### config.mk
export PLATFORM = sky130hd
export DESIGN_NAME = pos_cell_ctrl
export DESIGN_NICKNAME = d
export VERILOG_FILES = /design/src/rtl/pos_cell_ctrl.sv
export SDC_FILE = /design/constraint.sdc
export NUM_CORES = 1
export LEC_CHECK = 0
export ABC_AREA = 1
export CORE_AREA = 8 8 155 157
export CTS_CLUSTER_DIAMETER = 200
export DETAILED_ROUTE_END_ITERATION = 6
export DIE_AREA = 0 0 163 165
export PLACE_DENSITY = 0.7
export SLEW_MARGIN = 15
export SYNTH_ARGS = -nofsm -noshare
export SYNTH_HDL_FRONTEND = slang
export SYNTH_SLANG_ARGS = --single-unit
### constraint.sdc
create_clock -name clk -period 13.5 [get_ports clk]
set_clock_uncertainty 0.1 [all_clocks]
set_input_delay 4.05 -clock clk [delete_from_list [all_inputs] [get_ports clk]]
set_output_delay 4.05 -clock clk [all_outputs]
set_load 0.02 [all_outputs]
### src/rtl/pos_cell_ctrl.sv
// Cell RAM controller: streams a particle cell (count word at address 0) and merges write-backs.
// Optional macro POS_CELL_WR_PREEMPT_EN lets a write-back steal one RAM slot during a burst.
module pos_cell_ctrl #(
    parameter int DATA_WIDTH   = 96,
    parameter int ADDR_WIDTH   = 8,
    parameter int PARTICLE_NUM = 220
) (
    input  logic                  clk,
    input  logic                  rst,
    input  logic                  rd_req,
    output logic                  rd_busy,
    output logic                  rd_done,
    output logic                  out_valid,
    output logic [DATA_WIDTH-1:0] out_data,
    output logic [ADDR_WIDTH-1:0] out_index,
    input  logic                  wr_req,
    input  logic [ADDR_WIDTH-1:0] wr_addr,
    input  logic [DATA_WIDTH-1:0] wr_data,
    output logic                  wr_grant,
    output logic [ADDR_WIDTH-1:0] ram_addr,
    output logic [DATA_WIDTH-1:0] ram_data,
    output logic                  ram_rden,
    output logic                  ram_wren,
    input  logic [DATA_WIDTH-1:0] ram_q
);

`ifdef POS_CELL_WR_PREEMPT_EN
    localparam bit PREEMPT_EN = 1'b1;
`else
    localparam bit PREEMPT_EN = 1'b0;
`endif

    typedef enum logic [2:0] {IDLE, CNT_WAIT, BURST, DRAIN, DONE} state_t;

    localparam logic [ADDR_WIDTH-1:0] MAX_ADDR = ADDR_WIDTH'(PARTICLE_NUM - 1);

    state_t                state_q, state_d;
    logic [1:0]            wait_q, wait_d;
    logic [ADDR_WIDTH-1:0] count_q, count_d;
    logic [ADDR_WIDTH-1:0] burst_q, burst_d;
    logic [ADDR_WIDTH-1:0] ram_addr_q, ram_addr_d;
    logic [DATA_WIDTH-1:0] ram_data_q, ram_data_d;
    logic                  ram_rden_q, ram_rden_d;
    logic                  ram_wren_q, ram_wren_d;
    logic                  tag1_valid_q, tag1_valid_d;
    logic                  tag2_valid_q, tag2_valid_d;
    logic [ADDR_WIDTH-1:0] tag1_idx_q, tag1_idx_d;
    logic [ADDR_WIDTH-1:0] tag2_idx_q, tag2_idx_d;
    logic                  grant;
    logic [ADDR_WIDTH-1:0] cnt_raw;

    assign cnt_raw = ram_q[ADDR_WIDTH-1:0];

    always_comb begin
        // NOTE: every variable gets a default before the case so no path leaves it unassigned (no latches).
        state_d    = state_q;
        wait_d     = wait_q;
        count_d    = count_q;
        burst_d    = burst_q;
        ram_addr_d = ram_addr_q;
        ram_data_d = ram_data_q;
        ram_rden_d = 1'b0;
        ram_wren_d = 1'b0;
        grant      = 1'b0;
        // Address 0 is the count read, so only non-zero read addresses enter the tag pipeline.
        tag1_valid_d = ram_rden_q && (ram_addr_q != '0);
        tag1_idx_d   = ram_addr_q;
        tag2_valid_d = tag1_valid_q;
        tag2_idx_d   = tag1_idx_q;

        unique case (state_q)
            IDLE: begin
                if (rd_req) begin
                    ram_addr_d = '0;
                    ram_rden_d = 1'b1;
                    wait_d     = '0;
                    count_d    = '0;
                    burst_d    = '0;
                    state_d    = CNT_WAIT;
                end else if (wr_req) begin
                    grant      = 1'b1;
                    ram_addr_d = wr_addr;
                    ram_data_d = wr_data;
                    ram_wren_d = 1'b1;
                end
            end
            CNT_WAIT: begin
                if (wait_q == 2'd2) begin
                    count_d = (cnt_raw > MAX_ADDR) ? MAX_ADDR : cnt_raw;
                    if (count_d == '0) begin
                        state_d = DONE;
                    end else begin
                        ram_addr_d = ADDR_WIDTH'(1);
                        ram_rden_d = 1'b1;
                        burst_d    = ADDR_WIDTH'(1);
                        state_d    = BURST;
                    end
                end else begin
                    wait_d = wait_q + 2'd1;
                end
            end
            BURST: begin
                // burst_q is the last address presented; it holds while a write takes the slot.
                if (PREEMPT_EN && wr_req) begin
                    grant      = 1'b1;
                    ram_addr_d = wr_addr;
                    ram_data_d = wr_data;
                    ram_wren_d = 1'b1;
                end else if (burst_q < count_q) begin
                    ram_addr_d = burst_q + 1'b1;
                    ram_rden_d = 1'b1;
                    burst_d    = burst_q + 1'b1;
                end else begin
                    state_d = DRAIN;
                end
            end
            DRAIN: begin
                if (!tag1_valid_q) state_d = DONE;
            end
            DONE: state_d = IDLE;
            default: state_d = IDLE;
        endcase
    end

    always_ff @(posedge clk or posedge rst) begin
        if (rst) begin
            state_q      <= IDLE;
            wait_q       <= '0;
            count_q      <= '0;
            burst_q      <= '0;
            ram_addr_q   <= '0;
            ram_data_q   <= '0;
            ram_rden_q   <= 1'b0;
            ram_wren_q   <= 1'b0;
            tag1_valid_q <= 1'b0;
            tag2_valid_q <= 1'b0;
            tag1_idx_q   <= '0;
            tag2_idx_q   <= '0;
        end else begin
            // NOTE: non-blocking assignments so every flop samples pre-edge values.
            state_q      <= state_d;
            wait_q       <= wait_d;
            count_q      <= count_d;
            burst_q      <= burst_d;
            ram_addr_q   <= ram_addr_d;
            ram_data_q   <= ram_data_d;
            ram_rden_q   <= ram_rden_d;
            ram_wren_q   <= ram_wren_d;
            tag1_valid_q <= tag1_valid_d;
            tag2_valid_q <= tag2_valid_d;
            tag1_idx_q   <= tag1_idx_d;
            tag2_idx_q   <= tag2_idx_d;
        end
    end

    // Busy rises once the count read is in flight and stays up through DONE.
    assign rd_busy   = (state_q != IDLE) && !((state_q == CNT_WAIT) && (wait_q == 2'd0));
    assign rd_done   = (state_q == DONE);
    assign wr_grant  = grant && !rst;
    assign out_valid = tag2_valid_q;
    assign out_index = tag2_idx_q;
    assign out_data  = tag2_valid_q ? ram_q : '0;
    assign ram_addr  = ram_addr_q;
    assign ram_data  = ram_data_q;
    assign ram_rden  = ram_rden_q;
    assign ram_wren  = ram_wren_q;

endmodule

==> results.md <==
* Tot GR Track Use at a little under a fifth
* DR WL/cell at between 15 and 20 um
* Max clock buf depth at 2
* Vias per cell at 4.27
* GPL Wtd Cong at 0.893
* Antenna Cells at 0
* Worst EP required at just over 9 ns
* Largest net degree at the start of global routing at 98
* Mapped Area at 6740 um^2
* Outcome: complete, no violations
* Final HPWL DP at 20300 um
* Chip width at 163 um
* Critical path class: in -> out
* Max Transition Viols Final at 0
* I/O pin cnt at 418
* Post-synthesis sequential element count at ~150
* Vias in the first global route at roughly 6.6k
* First-pass GRT wire length at 38700 um
* CTS tree: built
* Synth area leader: dfrtp_1
* Die H at 165 um
* Post-CTS Repair Setup Buffers at 0
* Post-synth top area share at 53.9%
* Core area at 21500 um^2
* Via count at 6715
* Sequential share of power at ~27%
* Hold slack at 0.248 ns
* Syn nets at about 1.1k
* DIE AREA at 26900 um^2
* Max incr delay on CP at 0.63 ns
* Total Power at 2.58 mW
* CTS clk-pin slew, worst paths at roughly 0.060 ns
* HP Class: reg -> reg
* Post-synthesis async set-or-reset flop share at 100%
* Unrepaired setup endpoints after global routing: no
* Gr ovfl total at 0
* Syn_area_per_cell at 7.73 um^2
* H-Tree Depth at 4
* VDD IR-drop max at 0.132 mV
* DRT antenna net count at 0
* Fmax at about 100 MHz
* Resized cells post-CTS at 0
* Share of cells above drive strength 1 at 5.19%
* Post-synth EDFFs at 0
* Final hold vios at 0
* Comb power frac at 52.6%
* Ratio of final minimum period to clock period at 73.6%
* LEAKAGE at 6.19 nW
* Reg-to-Reg Start: state_q[2]
* Pwr per Cell Area at 219 nW/um^2
* Worst Path Arrival at 5.79 ns
* IO buf count at 417
* Root buf cell: clkbuf_16
* Area growth syn-to-layout at 75.0%
* Synth unique cells at 32
* Sw Pwr at 1.07 mW
* CP startpoint kind: primary input
* Layout Nets at 1493
* Hold_sp: tag1_idx_q[2]
* Fillcell total at 1949
* Dominant cells by area after synthesis: dfrtp_1 (54%), nand2_1 (25%), inv_1 (7.3%)
* P_int at 1.51 mW
* Final setup fails at 0
* Post-route setup TNS at 0 ns
* Slew Limit Headroom at 34.2%
* CP max FO at 29
* Final wirelength at 26000 um
* Max stage delay cell, worst path: clkdlybuf4s50_1
* Most frequent CP cell: clkdlybuf4s50_1
* Total CTS buffers at 17
* Cell Chain, Critical Path: clkdlybuf4s50_1, inv_1, nand3_4, nor2_1, clkdlybuf4s50_1
* 1st-iter DRT viols at 450
* DRC at 0
* Crit. Startpoint: rd_req
* Least-Margin Pin Slew at 0.987 ns
* Cts hold-fix bufs at 0
* Initial antenna violation count at 0
* Most instantiated cells after synthesis: nand2_1 (448), dfrtp_1 (145), inv_1 (131), nand3_1 (27), clkbuf_1 (14)
* Row count at 54
* Sw frac at 41.4%
* Clock latency on the worst-skew pair at approximately 0.42 ns
* Max-cap violations at 0
* Number of synthesis warnings at 0
* Placed Area at ~11000 um^2
* Synth Flop Type: dfrtp_1
* Post-synthesis sequential area ratio at 53.9%
* Final instance area at 11800 um^2
* Crit path time final at slightly below 10 ns
* Cells after Synth at about 870
* Power share of the clock group at 20.0%
* DRT Pass-1 Iters at 5
* Most instantiated library cell after synthesis: nand2_1
* Endpoint type of the worst setup path: output pin
* Clk sink count at between 100 and 150
* Initial core utilization at 31.3%
[state kept, by name, summed over array words and instances (netlist names)]
signal	flops
ram_data	96
burst_q	8
count_q	8
out_index	8
ram_addr	8
tag1_idx_q	8
state_q	3
wait_q	2
out_valid	1
ram_rden	1
ram_wren	1
tag1_valid_q	1
[stage by stage]
step / worst slack [ns] / utilization [%] / std cells
global placement: 3.55 / 51.9 / 1540
detailed placement: 3.55 / 51.9 / 1540
global route: 3.45 / 54.9 / 1572
finish: 3.56 / 54.9 / 1572
floorplan: 4.56 / - / 871
CTS: 3.55 / 54.9 / 1572
[worst max-delay path, delay by kind of cell]
kind,cells,cell delay (ns)
simple gates,2,0.54
buf+inv,3,1.18
[cell usage in the layout (no fill, tap or decap), types with 2 or more instances in the layout]
cell | Yosys | routed
nand2_1 | 448 | 448
clkdlybuf4s50_1 | 0 | 417
dfrtp_1 | 145 | 144
inv_1 | 131 | 130
nand3_1 | 27 | 27
clkbuf_16 | 0 | 17
o21ai_0 | 13 | 13
nor2_1 | 10 | 10
ha_1 | 10 | 10
a21oi_1 | 7 | 7
inv_6 | 0 | 6
inv_2 | 5 | 5
o21ai_2 | 4 | 4
nor2_2 | 4 | 4
nand3_2 | 5 | 4
nor3_1 | 4 | 4
o22ai_1 | 4 | 4
bufinv_16 | 0 | 4
buf_4 | 4 | 4
nand2_4 | 3 | 3
nand2_2 | 3 | 3
nand4_1 | 2 | 2
nor2_4 | 2 | 2
nand3_4 | 1 | 2
nor4_1 | 2 | 2
a21o_1 | 2 | 2
a22o_1 | 2 | 2
clkinv_2 | 0 | 2
[final cells by class]
| class | instances | area [um^2] | share of cell area [%] |
|---|---|---|---|
| inverter | 136 | 515 | 4.37 |
| clock buffer | 18 | 439 | 3.73 |
| tap | 280 | 350 | 2.97 |
| timing repair buffer | 421 | 4200 | 35.7 |
| clock inverter | 14 | 201 | 1.71 |
| multi-input combinational | 558 | 2450 | 20.8 |
| sequential | 145 | 3630 | 30.8 |
[routing by layer]
metal | vias up | share of wire, % | track usage [%]
li1 | 3399 | - | -
met1 | 3082 | 42 | 22.8
met2 | 219 | 51 | 32.2
met3 | 15 | 6.5 | 4.76
met4 | 0 | 1.0 | 4.50
met5 | - | 0 | 0
[final timing paths]
path                       slack [ns]  cells after the start           end
setup / recovery                 3.56                      5      wr_grant
hold / removal                   0.25                      0  out_index[2]
setup reg to reg                10.99                      8  ram_data[27]
hold reg to reg                  0.25                      0  out_index[2]
max in group asynchronous        7.82                      3     out_valid
min in group asynchronous        4.07                      2  ram_data[68]
[power by group through the flow]
stage | sequential [mW] | clock, mW | combinational (mW)
5_1_grt | 0.731 | 0.547 | 1.47
3_3_place_gp | 0.707 | 0 | 1.36
2_1_floorplan | 0.888 | 0 | 0.532
3_5_place_dp | 0.714 | 0 | 1.37
4_1_cts | 0.708 | 0.527 | 1.38
6_report | 0.707 | 0.516 | 1.36
[kinds of logic after synthesis]
group	share of synthesized area (%)
AOI/OAI and AO/OA	3.70
adders and majority gates	1.86
buffers and inverters	9.88
DFF	53.9
and+or+nand+nor	30.7
Power figures use the tool's default switching activity.
